$ cat src/rtl/cpu_pkg.sv
`default_nettype none
// +----------------------------------------------------------------------+
// | cpu_pkg: shared constants and loader state encoding for the 16-bit CPU |
// | Revision: 1.0                                                          |
// +----------------------------------------------------------------------+
package cpu_pkg;

  localparam int N      = 16;
  localparam int ADDR_W = 8;
  localparam int CHK_W  = 16;

  typedef enum logic [3:0] {
    ST_IDLE   = 4'd0,
    ST_LEN_LO = 4'd1,
    ST_LEN_HI = 4'd2,
    ST_DAT_LO = 4'd3,
    ST_DAT_HI = 4'd4,
    ST_CHK_LO = 4'd5,
    ST_CHK_HI = 4'd6,
    ST_DONE   = 4'd7,
    ST_ERR    = 4'd8
  } loader_state_t;

endpackage : cpu_pkg
`default_nettype wire

$ cat src/rtl/byte_pair_assembler.sv
`default_nettype none
// +----------------------------------------------------------------------+
// | byte_pair_assembler: latches a low byte, emits {hi, lo} on the high    |
// | byte with a word-valid strobe. Revision: 1.0                           |
// +----------------------------------------------------------------------+
module byte_pair_assembler (
  input  logic        clk,
  input  logic        rst,
  input  logic [7:0]  byte_in,
  input  logic        byte_fire,
  input  logic        hi_phase,
  output logic [15:0] word,
  output logic        word_valid
);

  logic [7:0] r_lo;

  always_ff @(posedge clk) begin
    if (rst) begin
      r_lo <= 8'd0;
    end else if (byte_fire && !hi_phase) begin
      r_lo <= byte_in;
    end
  end

  // Word is presented combinationally so the FSM can act in the handshake cycle.
  assign word       = {byte_in, r_lo};
  assign word_valid = byte_fire && hi_phase;

endmodule : byte_pair_assembler
`default_nettype wire

$ cat src/rtl/imem_loader.sv
`default_nettype none
// +----------------------------------------------------------------------+
// | imem_loader: byte-stream program loader for the instruction memory    |
// | write port, with length check, checksum and CPU hold. Revision: 1.0   |
// +----------------------------------------------------------------------+
module imem_loader #(
  parameter int N      = 16,
  parameter int ADDR_W = 8,
  parameter int DEPTH  = 256
) (
  input  logic              clk,
  input  logic              rst,
  input  logic              start,
  input  logic [7:0]        byte_in,
  input  logic              byte_valid,
  output logic              byte_ready,
  output logic              mem_we,
  output logic [ADDR_W-1:0] mem_addr,
  output logic [N-1:0]      mem_wdata,
  output logic              cpu_hold,
  output logic              busy,
  output logic              done,
  output logic              error
);

  import cpu_pkg::*;

  loader_state_t     r_state;
  loader_state_t     w_next;

  logic [ADDR_W:0]   r_idx;
  logic [ADDR_W:0]   r_len;
  logic [CHK_W-1:0]  r_acc;
  logic              r_we;
  logic [ADDR_W-1:0] r_addr;
  logic [N-1:0]      r_wdata;

  logic              w_fire;
  logic              w_hi_phase;
  logic              w_start_ok;
  logic [15:0]       w_word;
  logic              w_word_valid;
  logic [ADDR_W:0]   w_idx_inc;
  logic              w_len_over;
  logic              w_len_zero;
  logic              w_last;
  logic              w_chk_ok;

  assign w_fire     = byte_valid && byte_ready;
  assign w_hi_phase = (r_state == ST_LEN_HI) || (r_state == ST_DAT_HI) ||
                      (r_state == ST_CHK_HI);
  assign w_start_ok = start && ((r_state == ST_IDLE) || (r_state == ST_DONE) ||
                                (r_state == ST_ERR));

  byte_pair_assembler u_asm (
    .clk        (clk),
    .rst        (rst),
    .byte_in    (byte_in),
    .byte_fire  (w_fire),
    .hi_phase   (w_hi_phase),
    .word       (w_word),
    .word_valid (w_word_valid)
  );

  // Index is one bit wider than the address so LEN == DEPTH terminates cleanly.
  assign w_idx_inc  = r_idx + {{ADDR_W{1'b0}}, 1'b1};
  assign w_len_over = (32'(w_word) > DEPTH);
  assign w_len_zero = (w_word == 16'd0);
  assign w_last     = (w_idx_inc == r_len);
  assign w_chk_ok   = (w_word == r_acc);

  // State register
  always_ff @(posedge clk) begin
    if (rst) begin
      r_state <= ST_IDLE;
    end else begin
      r_state <= w_next;
    end
  end

  // Next-state logic
  always_comb begin
    w_next = r_state;
    case (r_state)
      ST_IDLE, ST_DONE, ST_ERR: begin
        if (start) w_next = ST_LEN_LO;
      end
      ST_LEN_LO: begin
        if (w_fire) w_next = ST_LEN_HI;
      end
      ST_LEN_HI: begin
        if (w_fire) begin
          if (w_len_over)      w_next = ST_ERR;
          else if (w_len_zero) w_next = ST_CHK_LO;
          else                 w_next = ST_DAT_LO;
        end
      end
      ST_DAT_LO: begin
        if (w_fire) w_next = ST_DAT_HI;
      end
      ST_DAT_HI: begin
        if (w_fire) w_next = w_last ? ST_CHK_LO : ST_DAT_LO;
      end
      ST_CHK_LO: begin
        if (w_fire) w_next = ST_CHK_HI;
      end
      ST_CHK_HI: begin
        if (w_fire) w_next = w_chk_ok ? ST_DONE : ST_ERR;
      end
      default: w_next = ST_IDLE;
    endcase
  end

  // Moore outputs; hold stays up through ERR so a corrupt image never runs.
  always_comb begin
    byte_ready = 1'b0;
    busy       = 1'b0;
    done       = 1'b0;
    error      = 1'b0;
    cpu_hold   = 1'b0;
    case (r_state)
      ST_LEN_LO, ST_LEN_HI, ST_DAT_LO, ST_DAT_HI, ST_CHK_LO, ST_CHK_HI: begin
        byte_ready = 1'b1;
        busy       = 1'b1;
        cpu_hold   = 1'b1;
      end
      ST_DONE: done = 1'b1;
      ST_ERR: begin
        error    = 1'b1;
        cpu_hold = 1'b1;
      end
      default: ;
    endcase
  end

  // Counters, checksum and memory write port
  always_ff @(posedge clk) begin
    if (rst) begin
      r_idx   <= '0;
      r_len   <= '0;
      r_acc   <= '0;
      r_we    <= 1'b0;
      r_addr  <= '0;
      r_wdata <= '0;
    end else begin
      r_we <= 1'b0;
      if (w_start_ok) begin
        r_idx <= '0;
        r_acc <= '0;
      end
      if (w_fire && (r_state == ST_LEN_HI)) begin
        r_len <= w_word[ADDR_W:0];
      end
      if (w_word_valid && (r_state == ST_DAT_HI)) begin
        r_we    <= 1'b1;
        r_addr  <= r_idx[ADDR_W-1:0];
        r_wdata <= w_word;
        r_acc   <= r_acc + w_word;
        r_idx   <= w_idx_inc;
      end
    end
  end

  assign mem_we    = r_we;
  assign mem_addr  = r_addr;
  assign mem_wdata = r_wdata;

endmodule : imem_loader
`default_nettype wire

$ cat config.mk
export PLATFORM = sky130hd
export DESIGN_NAME = imem_loader
export DESIGN_NICKNAME = d
export VERILOG_FILES = /design/src/rtl/cpu_pkg.sv /design/src/rtl/byte_pair_assembler.sv /design/src/rtl/imem_loader.sv
export SDC_FILE = /design/constraint.sdc
export NUM_CORES = 1
export LEC_CHECK = 0
export ABC_AREA = 1
export CORE_MARGIN = 3
export CORE_UTILIZATION = 30
export CTS_BUF_LIST = sky130_fd_sc_hd__clkbuf_16
export DETAILED_ROUTE_END_ITERATION = 7
export DONT_BUFFER_PORTS = 1
export MAX_ROUTING_LAYER = met4
export PLACE_DENSITY = 0.52
export SLEW_MARGIN = 20
export SYNTH_ARGS = -nofsm -noshare
export SYNTH_HDL_FRONTEND = slang
export SYNTH_SLANG_ARGS = --single-unit
$ cat constraint.sdc
create_clock -name clk -period 3.8 [get_ports clk]
set_clock_uncertainty 0.05 [all_clocks]
set_input_delay 0.95 -clock clk [delete_from_list [all_inputs] [get_ports clk]]
set_output_delay 0.95 -clock clk [all_outputs]
set_load 0.02 [all_outputs]
==> results.txt, run 1 <==
- The run finished with clean final reports.
* # rows: 40
- CP Data Required Time: 2.80 ns
* Clk pin slew, worst setup/hold paths: about 0.05 ns
- By area the synthesized netlist is led by sky130_fd_sc_hd__dfxtp_1 (37%), sky130_fd_sc_hd__nand2_1 (13%), sky130_fd_sc_hd__a21oi_1 (8.1%).
- Setup repair after global routing left no endpoint under its margin.
- From synthesis to final layout, the design area changed by 10.92%.
- For this design the top-level I/O count stands at 42.
* Maximum number of pins on one net before global-route repair: 72
- STA puts the critical path data arrival time at 1.82 ns.
- Routability-driven placement finished with a final weighted congestion of a little under 0.9.
- Total count of hold-check failures in the final report: 0
- The tree is rooted in a sky130_fd_sc_hd__clkbuf_16.
- The share of total power dissipated in sequential elements is between 30% and 40%.
- Final Worst Setup Slack: about 1 ns
- Nets: between 500 and 600
* Clock Latency Late Sink: roughly 0.34 ns
- Path category of the worst min-delay check: reg2reg
- Setup slack at placement: roughly 1.2 ns
- The first detailed-routing pass took 4 iterations.
* Placeable Area: roughly 0.012 mm2
- Crit start category: flip-flop
- Net count after synthesis: 569
- Dominant combinational cell family by area after synthesis: simple AND/OR/NAND/NOR gates
- Number of buffer cells added on primary ports: 0
- Count of buffers added by post-CTS timing repair for setup: 0
- Buffers inserted to repair hold after CTS numbered 0.
* Sequence of cells on the critical path: nor2_1, o221ai_2, inv_1, o21ai_0
- Of the total synthesized cell area, the portion taken by AND, OR, NAND and NOR gates is around 28%.
- Of all nets on the critical path, the largest fanout is 6.
* Routed vias: 3460
- Gates resized, CTS repair: 0
- Top cell type by total area after synthesis: sky130_fd_sc_hd__dfxtp_1
* Cells after Synth: 540
- Routed wire length: slightly above 10 mm
- Final critical delay including setup and external delays: between 2 and 3 ns
- Once placement finished, the instance area stood at 0.003956 mm2.
- Power, Total: ~2.2 mW
- P per Cell Area: ~520 mW/mm2
- Dividing the final minimum period by the clock period gives between 70 and 80%.
- Global routing used between 10% and 20% of the available tracks.
* Worst vdd ir: 342.8 uV
- The via count of the first global-routing pass is 3377.
- The cell family contributing the most delay on the critical path is compound AO/OA/AOI/OAI gates.
- Total Die Area: approximately 0.014 mm2
* Worst-margin pin slew: between 0.7 and 0.8 ns
* Initial Util: about a third
- Element type at the critical path end: output port
* Iteration-0 DRC count of the detailed router: around 270
- Counting both buffers and inverters, the worst setup path holds a total of 1.
* Slew Limit Fails: 0
* Die Height: 119.3 um
- Synthesis instantiated 39 different standard cells from the library.
- Part of the Yosys area used for sequential elements: a little under two fifths
* Fraction of registers with async set/reset: 0%
- TritonCTS built the clock tree.
* Most repeated cell in the gate-level netlist after synthesis: sky130_fd_sc_hd__nand2_1
- Based on the critical path, the design can be clocked at up to 354.7 MHz.
- In this run, the clock network consumes roughly 40% of the power.
- CTS built an H-tree with a depth of 3.
* Post-layout instance area: between 0.004 and 0.005 mm2
* Max-Slew Margin vs Limit: between 40% and 50%
- 0 antenna diodes ended up in the layout.
- The mapped netlist covers a little under 0.004 mm2.
- Cell Int Power: approximately 1.5 mW
* Ratio of cells with drive above 1 in the final layout: under 10%
- Among all stages on the critical path, the largest delay is contributed by sky130_fd_sc_hd__o221ai_2.
- The synthesized netlist devotes 20.38% of its cell area to compound gates.
- The synthesized design devotes to its leading area cell type 36.93% of total area.
- Via-to-Cell Ratio: between 4 and 5
* Mapped Avg Cell Area: 7.127 um2
- Of the total synthesized cell area, the portion taken by XOR and XNOR cells is less than 1%.
* Leakage power total: 1.648 nW
- Multiplexer share of the synthesized area: 0%
- In the routed design, unresolved DRC markers number 0.
* Worst hold slack: roughly 0.42 ns
- Most used flip-flop cell after synthesis: sky130_fd_sc_hd__dfxtp_1
- The Yosys step of the flow raised 0 warnings.
* Number of nets with antenna violations after routing: 0
- In the final routed layout, each cell accounts on average for roughly 15 um.
- Highest cell delay on the worst timing path: around 0.53 ns
- The synthesized netlist devotes ~5.7% of its cell area to adder and majority cells.
- Total Negative Setup Slacks: 0 ns
- Number of enable flip-flop cells after synthesis: 0
- Number of max-cap violations: 0
- Number of setup violations in the final report: 0
- Top cells by instance count after synthesis: sky130_fd_sc_hd__nand2_1 (129), sky130_fd_sc_hd__dfxtp_1 (71), sky130_fd_sc_hd__nor2_1 (64)
- Global routing finished with a remaining overflow of 0.
- For this design the total switching power over the nets is 0.7319 mW.
- Buffer levels on the longest clock path: 2
- Detailed Place HPWL: about 7.3 mm
- The critical path is of the reg2out type.
- Clock net sink count: slightly above 70
* Fraction of power consumed by combinational cells: 21.9%
* Switching part of the total: 32.79%
* FF+latch count, synth: ~70
- The initial antenna violation count is 0.
* Width of the die: about 120 um
- Number of buffers inserted during clock tree synthesis: 9
- The first global-routing pass estimated between 15 and 20 mm of wire.
## area by class of cell
type / instances / area, um2
Sequential cell: 71 / 1421
Inverter: 50 / 187.7
Timing Repair Buffer: 2 / 15.01
Fill cell: 1314 / 7993
Clock buffer: 9 / 225.2
Multi-Input combinational cell: 399 / 2122
Tap cell: 168 / 210.2
Clock inverter: 7 / 87.58
## power by group through the flow
| stage | sequential (mW) | clock, mW | combinational, mW |
|---|---|---|---|
| 6_report | 0.855 | 0.888 | 0.489 |
| 5_1_grt | 0.861 | 0.946 | 0.560 |
| 4_1_cts | 0.855 | 0.917 | 0.492 |
| 3_5_place_dp | 0.872 | 0 | 0.489 |
| 3_3_place_gp | 0.869 | 0 | 0.491 |
| 2_1_floorplan | 0.843 | 0 | 0.409 |
## worst reg2reg max path, delay by kind of cell, from the launching register on
family | cells | cell delay [ns]
AOI/OAI and AO/OA | 1 | 0.53
DFF | 1 | 0.47
buffers and inverters | 1 | 0.53
and+or+nand+nor | 5 | 0.91
## state kept, by name, summed over array words and instances, names as in the netlist
name / count
r_idx: 9
r_acc: 16
r_len: 9
r_state: 4
mem_addr: 8
mem_we: 1
mem_wdata: 16
u_asm.r_lo: 8
## layout by cell type (no fill, tap or decap), types with 2 or more instances in the layout
master	synthesis	layout
sky130_fd_sc_hd__nand2_1	129	129
sky130_fd_sc_hd__dfxtp_1	71	71
sky130_fd_sc_hd__nor2_1	64	64
sky130_fd_sc_hd__a21oi_1	62	62
sky130_fd_sc_hd__inv_1	46	46
sky130_fd_sc_hd__nand3_1	42	42
sky130_fd_sc_hd__a211oi_1	16	16
sky130_fd_sc_hd__ha_1	16	16
sky130_fd_sc_hd__o21ai_0	14	14
sky130_fd_sc_hd__a211oi_2	14	14
sky130_fd_sc_hd__clkbuf_16	0	9
sky130_fd_sc_hd__nor3_1	6	6
sky130_fd_sc_hd__nand4_1	5	5
sky130_fd_sc_hd__inv_2	4	4
sky130_fd_sc_hd__nand2_2	3	3
sky130_fd_sc_hd__or2_2	3	3
sky130_fd_sc_hd__o31ai_1	2	2
sky130_fd_sc_hd__a21o_1	2	2
sky130_fd_sc_hd__o21ai_1	2	2
sky130_fd_sc_hd__xnor2_1	2	2
sky130_fd_sc_hd__xor2_1	2	2
sky130_fd_sc_hd__bufinv_16	0	2
sky130_fd_sc_hd__clkinvlp_4	0	2
sky130_fd_sc_hd__clkinv_1	0	2
sky130_fd_sc_hd__buf_4	6	2
## metal layers
metal / global-route usage [%] / vias to the layer above / share of wire, %
met5: - / - / 0
met4: 3.765 / 0 / 1.3
met3: 4.653 / 12 / 5.6
met2: 24.13 / 82 / 45
met1: 19.35 / 1573 / 48
li1: - / 1793 / -
## worst paths after layout
kind	slack, ns	start	endpoint	cells past startpoint
worst max-delay path	0.98	r_state[0]	cpu_hold	4
worst min-delay path	0.42	r_acc[8]	r_acc[8]	2
worst max register to register	1.21	r_state[0]	mem_addr[0]	7
worst min register to register	0.42	r_acc[8]	r_acc[8]	2
## cell families (layout without fill, tap and decap cells)
kind of cell             Yosys count  count (layout)
AO/OA/AOI/OAI                    120             120
XOR/XNOR                           4               4
adder cells (fa/ha/maj)           17              17
buffers and inverters             70              68
flip-flops                        71              71
AND/OR/NAND/NOR                  258             258
## through the flow
stage                     util, %  cells
after floorplan                 -    540
after global placement      32.27    690
after detailed placement    32.27    690
after CTS                   34.82    706
after global routing        34.82    706
final                       34.82    706
Power figures use the tool's default switching activity.
==> run 2: changes to the inputs <==
- PLACE_DENSITY: 0.52 -> 0.53
- clock period: 3.8 -> 2.3 ns (I/O delays scaled with it)
==> run 2 against run 1 <==
Critical path depth increased by 3. Core utilization up 0.46 points. Flip-flop and latch count unchanged. Worst hold slack worse by 0.16 ns.
==> results.txt, run 2 (synthesized netlist as in run 1, its figures left out) <==
* Run status: finished clean
- Worst hold slack: 0.2591 ns (-0.1600 ns)
- Iteration-0 DRC count of the detailed router: 238 (-11%)
- The worst voltage drop across the vdd grid came to 653.1 uV (+91%).
- TritonCTS built the clock tree.
- The wire length of the first global-routing pass is 17.13 mm (+0.61%).
- The post-placement worst setup slack came to 0.1933 ns (-1.008 ns).
- The post-detailed-routing wire length was 10.22 mm (-0.65%).
- The horizontal die dimension was 119.3 um (unchanged).
- Arrival time worst endpoint: 1.51 ns (-0.31 ns)
- The die footprint came to 0.01422 mm2 (unchanged).
* Routed vias: 3449 (-0.32%)
* Total Negative Setup Slacks: 0 ns (unchanged)
- The max-cap violation count is 0 (unchanged).
- The number of search-and-repair iterations in the first detailed-routing pass came to 5 (+1).
* Number of diodes added for antenna fixing: 0 (unchanged)
- In this run the worst hold path is classified as in2reg.
- CP Data Required Time: 1.67 ns (-1.13 ns)
- The total setup violations reported at the end of the flow came to 0 (unchanged).
- Clock net sink count: 71 (unchanged)
- Slew Limit Fails: 0 (unchanged)
- Leaving out fill and tap cells, the most frequent cell in the layout is sky130_fd_sc_hd__nand2_1.
- Initial Util: 31.39% (unchanged)
- Number of buffers inserted during clock tree synthesis: 9 (unchanged)
- Synthesis-to-finish area growth: 12.39%
- The slack of the critical path was 0.1667 ns (-0.8137 ns).
- Initial antenna violation count: 0 (unchanged)
* Number of ports placed on the die boundary: 42 (unchanged)
- The transition time of the tightest slew-check pin is 0.4325 ns (-0.3603 ns).
- The buffer levels on the longest clock path came to 2 (unchanged).
* Clk pin slew, worst setup/hold paths: 0.06 ns (about the same)
- Setup repair after global routing left no endpoint under its margin.
* # rows: 40 (unchanged)
- The total routing usage reported by global routing came to 15.44% (+0.095 points).
- Highest cell delay on the worst timing path: 0.40 ns (-0.13 ns)
- Maximum number of pins on one net before global-route repair: 72 (unchanged)
* Clock Latency Late Sink: 0.34 ns (about the same)
- Crit start category: flip-flop
- Maximum net fanout on the critical path: 6 (unchanged)
* Final critical delay including setup and external delays: approximately 2.1 ns
- The cell sitting at the root of the clock tree is a sky130_fd_sc_hd__clkbuf_16.
- The remaining antenna violation count came to 0 (unchanged).
- STA classifies the critical path endpoint as an output port.
- The final instance area came to 0.004325 mm2 (+1.3%).
- P per Cell Area: 835.6 mW/mm2 (+60%)
- Number of buffer cells added on primary ports: 0 (unchanged)
- The slowest stage of the critical path belongs to the cell sky130_fd_sc_hd__dfxtp_2.
* Total count of hold-check failures in the final report: 0 (unchanged)
- The via count of the first global-routing pass was 3390 (+0.38%).
* Die Height: 119.3 um (unchanged)
* Nets: 571 (+1.6%)
- Static timing analysis puts the maximum clock frequency at roughly 470 MHz.
- The detailed placer's ending HPWL came to 7.363 mm (+0.81%).
- The final weighted congestion in routability-driven placement was 0.8698 (-2.2%).
- The top cell types in the final layout, fill and taps aside, are sky130_fd_sc_hd__nand2_1 (129), sky130_fd_sc_hd__dfxtp_1 (70), sky130_fd_sc_hd__nor2_1 (64), sky130_fd_sc_hd__a21oi_1 (61), sky130_fd_sc_hd__inv_1 (45).
- The fraction of layout cells with a size suffix above 1 is 10.46% (+2.1 points).
- Sequence of cells on the critical path: inv_2, nor2_2, nand3_1, o221ai_2, buf_6, inv_1, o21ai_2
- The count of unresolved DRC violations after routing came to 0 (unchanged).
- Dpl cell area: 0.004036 mm2 (+2.0%)
- The per-cell routed wire length came to 14.34 um (-1.6%).
- Count of buffers added by post-CTS timing repair for setup: 0 (unchanged)
- Crit share post-route: 92.75%
- By startpoint and endpoint, the worst setup path is classified as reg2out.
* Fin util: 35.28% (+0.46 points)
- Leakage power total: 1.689 nW (+2.5%)
- Via-to-Cell Ratio: 4.837 (-1.3%)
- The number of H-tree levels came to 3 (unchanged).
* Overflow after GRT: 0 (unchanged)
- The core outline area came to 0.01226 mm2 (unchanged).
- The max-slew headroom at the worst pin was 71.01% (+24 points).
-- run 2: cell count changes in the layout (fill, tap and decap cells not counted), sizes merged --
| cell | change |
|---|---|
| buf | +9 |
| bufinv | -1 |
| clkinvlp | -1 |
-- run 2: worst paths after layout --
check                           slack (ns)            to  depth (start not counted)           from
worst max-delay path                  0.17      cpu_hold                          7     r_state[0]
worst min-delay path                  0.26  mem_wdata[7]                          1            rst
worst max register to register        0.27     r_acc[10]                          9  u_asm.r_lo[0]
worst min register to register        0.42      r_acc[0]                          2       r_acc[0]
-- run 2: metal layers --
| layer | track usage (%) | routed length (um) | vias to the layer above |
|---|---|---|---|
| met5 | - | 0 | - |
| met4 | 3.693 | 86 | 0 |
| met3 | 4.606 | 505 | 12 |
| met2 | 24.16 | 4680 | 76 |
| met1 | 19.64 | 4952 | 1554 |
| li1 | - | - | 1807 |
-- run 2: stage by stage --
step,power [mW],cells
finish,3.614,713
global route,3.815,713
CTS,3.628,713
detailed placement,2.260,699
global placement,2.269,699
floorplan,2.069,540
-- run 2: worst max-delay path, delay by kind of cell, from the launching register on --
kind                   cells  cell delay [ns]
AO/OA/AOI/OAI              2             0.24
buffers and inverters      3             0.32
flip-flops                 1             0.40
AND/OR/NAND/NOR            2             0.22
-- run 2: final cells by class --
| type | count | area [um2] |
|---|---|---|
| fillers | 1314 | 7936 |
| flip-flops and latches | 71 | 1423 |
| well taps | 168 | 210.2 |
| inverters | 50 | 187.7 |
| clock inverters | 5 | 51.30 |
| multi-input cells | 399 | 2130 |
| clock buffers | 9 | 225.2 |
| repair buffers | 11 | 98.84 |
-- run 2: power breakdown --
part	total [mW]	switching, mW	internal (mW)
clock network	1.35	0.532	0.819
logic	0.856	0.592	0.264
registers	1.41	0.0976	1.31
-- run 2: timing repair --
action                                  in CTS  in global routing
gates resized for setup                      2                  4
endpoints found under the setup margin       1                  3
hold buffers                                 0                  0
pin swaps                                    0                  1
==> run 3: changes to the inputs <==
- REMOVE_ABC_BUFFERS: not set -> 1
==> run 3 against run 2 <==
First-iteration DRC count is 2.5% lower. Largest power group is now clock. Core utilization is 0.61 points higher. Critical path depth is 1 lower. Sequential share of layout area is 0.56 points lower. Critical endpoint unchanged. Non-clock buffer count is 4 higher. Flip-flop and latch count stayed put. Worst hold slack better by 0.0016 ns. Sequential power hardly changed. Cell count is 0.70% higher. Worst setup slack worse by 0.038 ns. Wire length is 3.8% lower. Total power is 6.7% higher.
==> results.txt, run 3 (synthesized netlist as in run 1, its figures left out) <==
* Nets: 575 (+0.70%)
- Element type at the critical path end: output port
- Placed cells: 703 (+0.57%)
- The total routing usage reported by global routing was 14.73% (-0.71 points).
* Die Height: 119.3 um (unchanged)
* Total Die Area: 0.01422 mm2 (unchanged)
- The setup path with the least slack is of type reg2out.
- Via-to-Cell Ratio: 4.854 (+0.34%)
- The longest individual stage delay on the worst path was 0.33 ns (-0.07 ns).
* Count of buffers added by post-CTS timing repair for setup: 0 (unchanged)
- The core outline area was 0.01226 mm2 (unchanged).
- Detailed Place HPWL: 7.249 mm (-1.6%)
- Number of diodes added for antenna fixing: 0 (unchanged)
* Sequence of cells on the critical path: inv_1, nand2_2, o221ai_2, buf_6, inv_1, o21ai_2
* Via count of the first global-routing pass: 3393 (+0.088%)
* Arrival time worst endpoint: 1.55 ns (+0.04 ns)
* WP buf/inv: 3 (unchanged)
* Clock Latency Late Sink: 0.33 ns (about the same)
- Cell at the root of the clock tree: sky130_fd_sc_hd__clkbuf_16
- Area used by multi-input combinational logic: 0.002128 mm2 (about the same)
- The transition time of the tightest slew-check pin came to 0.4488 ns (+0.01631 ns).
* Final routed wire length divided by cell count: 13.70 um (-4.4%)
- The horizontal die dimension was 119.3 um (unchanged).
- Drt pass-1 iters: 4 (-1)
- Sequential cell area: 0.001423 mm2 (unchanged)
- Synthesis-to-finish area growth: 14.34%
- The fraction of layout cells with a size suffix above 1 is 11.27% (+0.81 points).
- Detailed-route DRC error count: 0 (unchanged)
- The max-slew headroom at the worst pin is 69.92% (-1.1 points).
* Maximum net fanout on the critical path: 5 (-1)
* Most common library cell in the layout ignoring fill and taps: sky130_fd_sc_hd__nand2_1
- In this design, the largest share of critical-path delay is due to buffers and inverters.
- Clock net sink count: 71 (unchanged)
- The highest clock frequency the design can meet came to 460.5 MHz (-1.8%).
- CTS tree: yes
- The pin count of the biggest net entering global routing came to 72 (unchanged).
* Number of non-filler instances in the completed layout: 718 (+0.70%)
* Crit start category: flip-flop
- The post-route fraction of the period consumed by the critical path is 94.41% (+1.7 points).
* Routed vias: 3485 (+1.0%)
- Buffer levels on the longest clock path: 2 (unchanged)
* Leakage power total: 1.731 nW (+2.5%)
- The final weighted congestion in routability-driven placement was 0.8433 (-3.0%).
* Total count of hold-check failures in the final report: 0 (unchanged)
- The quantity of hold-fixing buffers added after cts came to 0 (unchanged).
- # rows: 40 (unchanged)
- The effective utilization at floorplan came to 31.39% (unchanged).
- The remaining antenna violation count was 0 (unchanged).
- The initial antenna violation count came to 0 (unchanged).
* Number of buffers inserted during clock tree synthesis: 9 (unchanged)
* Worst vdd ir: 495.4 uV (-24%)
* Clk pin slew, worst setup/hold paths: 0.06 ns (about the same)
- The power density normalized to cell area is 876.7 mW/mm2 (+4.9%).
- Routed wire length: 9.840 mm (-3.8%)
- The count of buffers from port buffering was 0 (unchanged).
* Final critical delay including setup and external delays: 2.171 ns (+0.03809 ns)
* Unrepaired setup endpoints after global routing: no
* Slew Limit Fails: 0 (unchanged)
* Commonest non-fill, non-tap cells in the layout: sky130_fd_sc_hd__nand2_1 (128), sky130_fd_sc_hd__dfxtp_1 (70), sky130_fd_sc_hd__nor2_1 (64), sky130_fd_sc_hd__a21oi_1 (62), sky130_fd_sc_hd__inv_1 (46)
- The total overflow reported by the global router was 0 (unchanged).
* Fin util: 35.89% (+0.61 points)
* Power, Total: 3.858 mW (+6.7%)
- The wire length of the first global-routing pass was 16.83 mm (-1.7%).
* H-tree level count: 3 (unchanged)
* Iteration-0 DRC count of the detailed router: 232 (-2.5%)
* Total Negative Setup Slacks: 0 ns (unchanged)
- Number of ports placed on the die boundary: 42 (unchanged)
- Number of max-cap violations: 0 (unchanged)
- Run status: finished clean
- The worst hold path belongs to the class in2reg.
- Layout fillers: 1321 (+0.53%)
- Cell with the largest stage delay on the worst path: sky130_fd_sc_hd__dfxtp_1
- The total setup violations reported at the end of the flow was 0 (unchanged).
* Worst hold slack: 0.2608 ns (+0.001636 ns)
- CP Data Required Time: 1.67 ns (about the same)
* Cell repeated most along the worst path: sky130_fd_sc_hd__inv_1
-- run 3: cell types whose count changed in the layout (fill, tap and decap cells not counted), sizes merged --
cell	previous run	this run
clkinvlp	1	2
clkinv	3	1
buf	11	15
bufinv	1	3
-- run 3: worst paths after layout --
check / endpoint / from / depth (start not counted) / slack, ns
worst min-delay path: mem_wdata[5] / rst / 1 / 0.26
worst min register to register: r_acc[6] / r_acc[6] / 2 / 0.41
worst max-delay path: cpu_hold / r_state[3] / 6 / 0.13
worst max register to register: r_acc[10] / u_asm.r_lo[0] / 9 / 0.21
-- run 3: routing by layer --
| layer | wire length [um] | up-vias | GRT usage (%) |
|---|---|---|---|
| met5 | 0 | - | - |
| met4 | 59 | 0 | 2.317 |
| met3 | 533 | 7 | 4.748 |
| met2 | 4521 | 68 | 22.92 |
| met1 | 4726 | 1588 | 19.10 |
| li1 | - | 1822 | - |
-- run 3: where the power goes --
group	total (mW)	switching [mW]	internal, mW
sequential	1.40	0.0933	1.31
clock	1.57	0.520	1.05
combinational	0.886	0.595	0.290
-- run 3: final cells by class --
class | instances | share of cell area (%)
clock buffers | 9 | 5.118
repair buffers | 15 | 2.644
multi-input cells | 399 | 48.37
clock inverters | 6 | 2.502
flip-flops and latches | 71 | 32.33
inverters | 50 | 4.265
well taps | 168 | 4.777
-- run 3: repair_timing --
action                     4_1_cts  5_1_grt
pin swaps                        0        1
cloned                           0        0
setup endpoints to repair        1        1
resized for setup                2        3
-- run 3: worst reg2reg max path, delay by kind of cell (launching register included) --
| family | cells | cell delay [ns] |
|---|---|---|
| flip-flops | 1 | 0.33 |
| adder cells (fa/ha/maj) | 2 | 0.62 |
| AO/OA/AOI/OAI | 3 | 0.46 |
| AND/OR/NAND/NOR | 4 | 0.52 |
-- run 3: metrics by stage --
stage / instance area (um2) / worst slack, ns
after floorplan: 3731 / -0.4863
final: 4400 / 0.1286
after global routing: 4400 / 0.02336
after global placement: 4054 / 0.2167
after CTS: 4393 / 0.06845
after detailed placement: 4054 / 0.1688
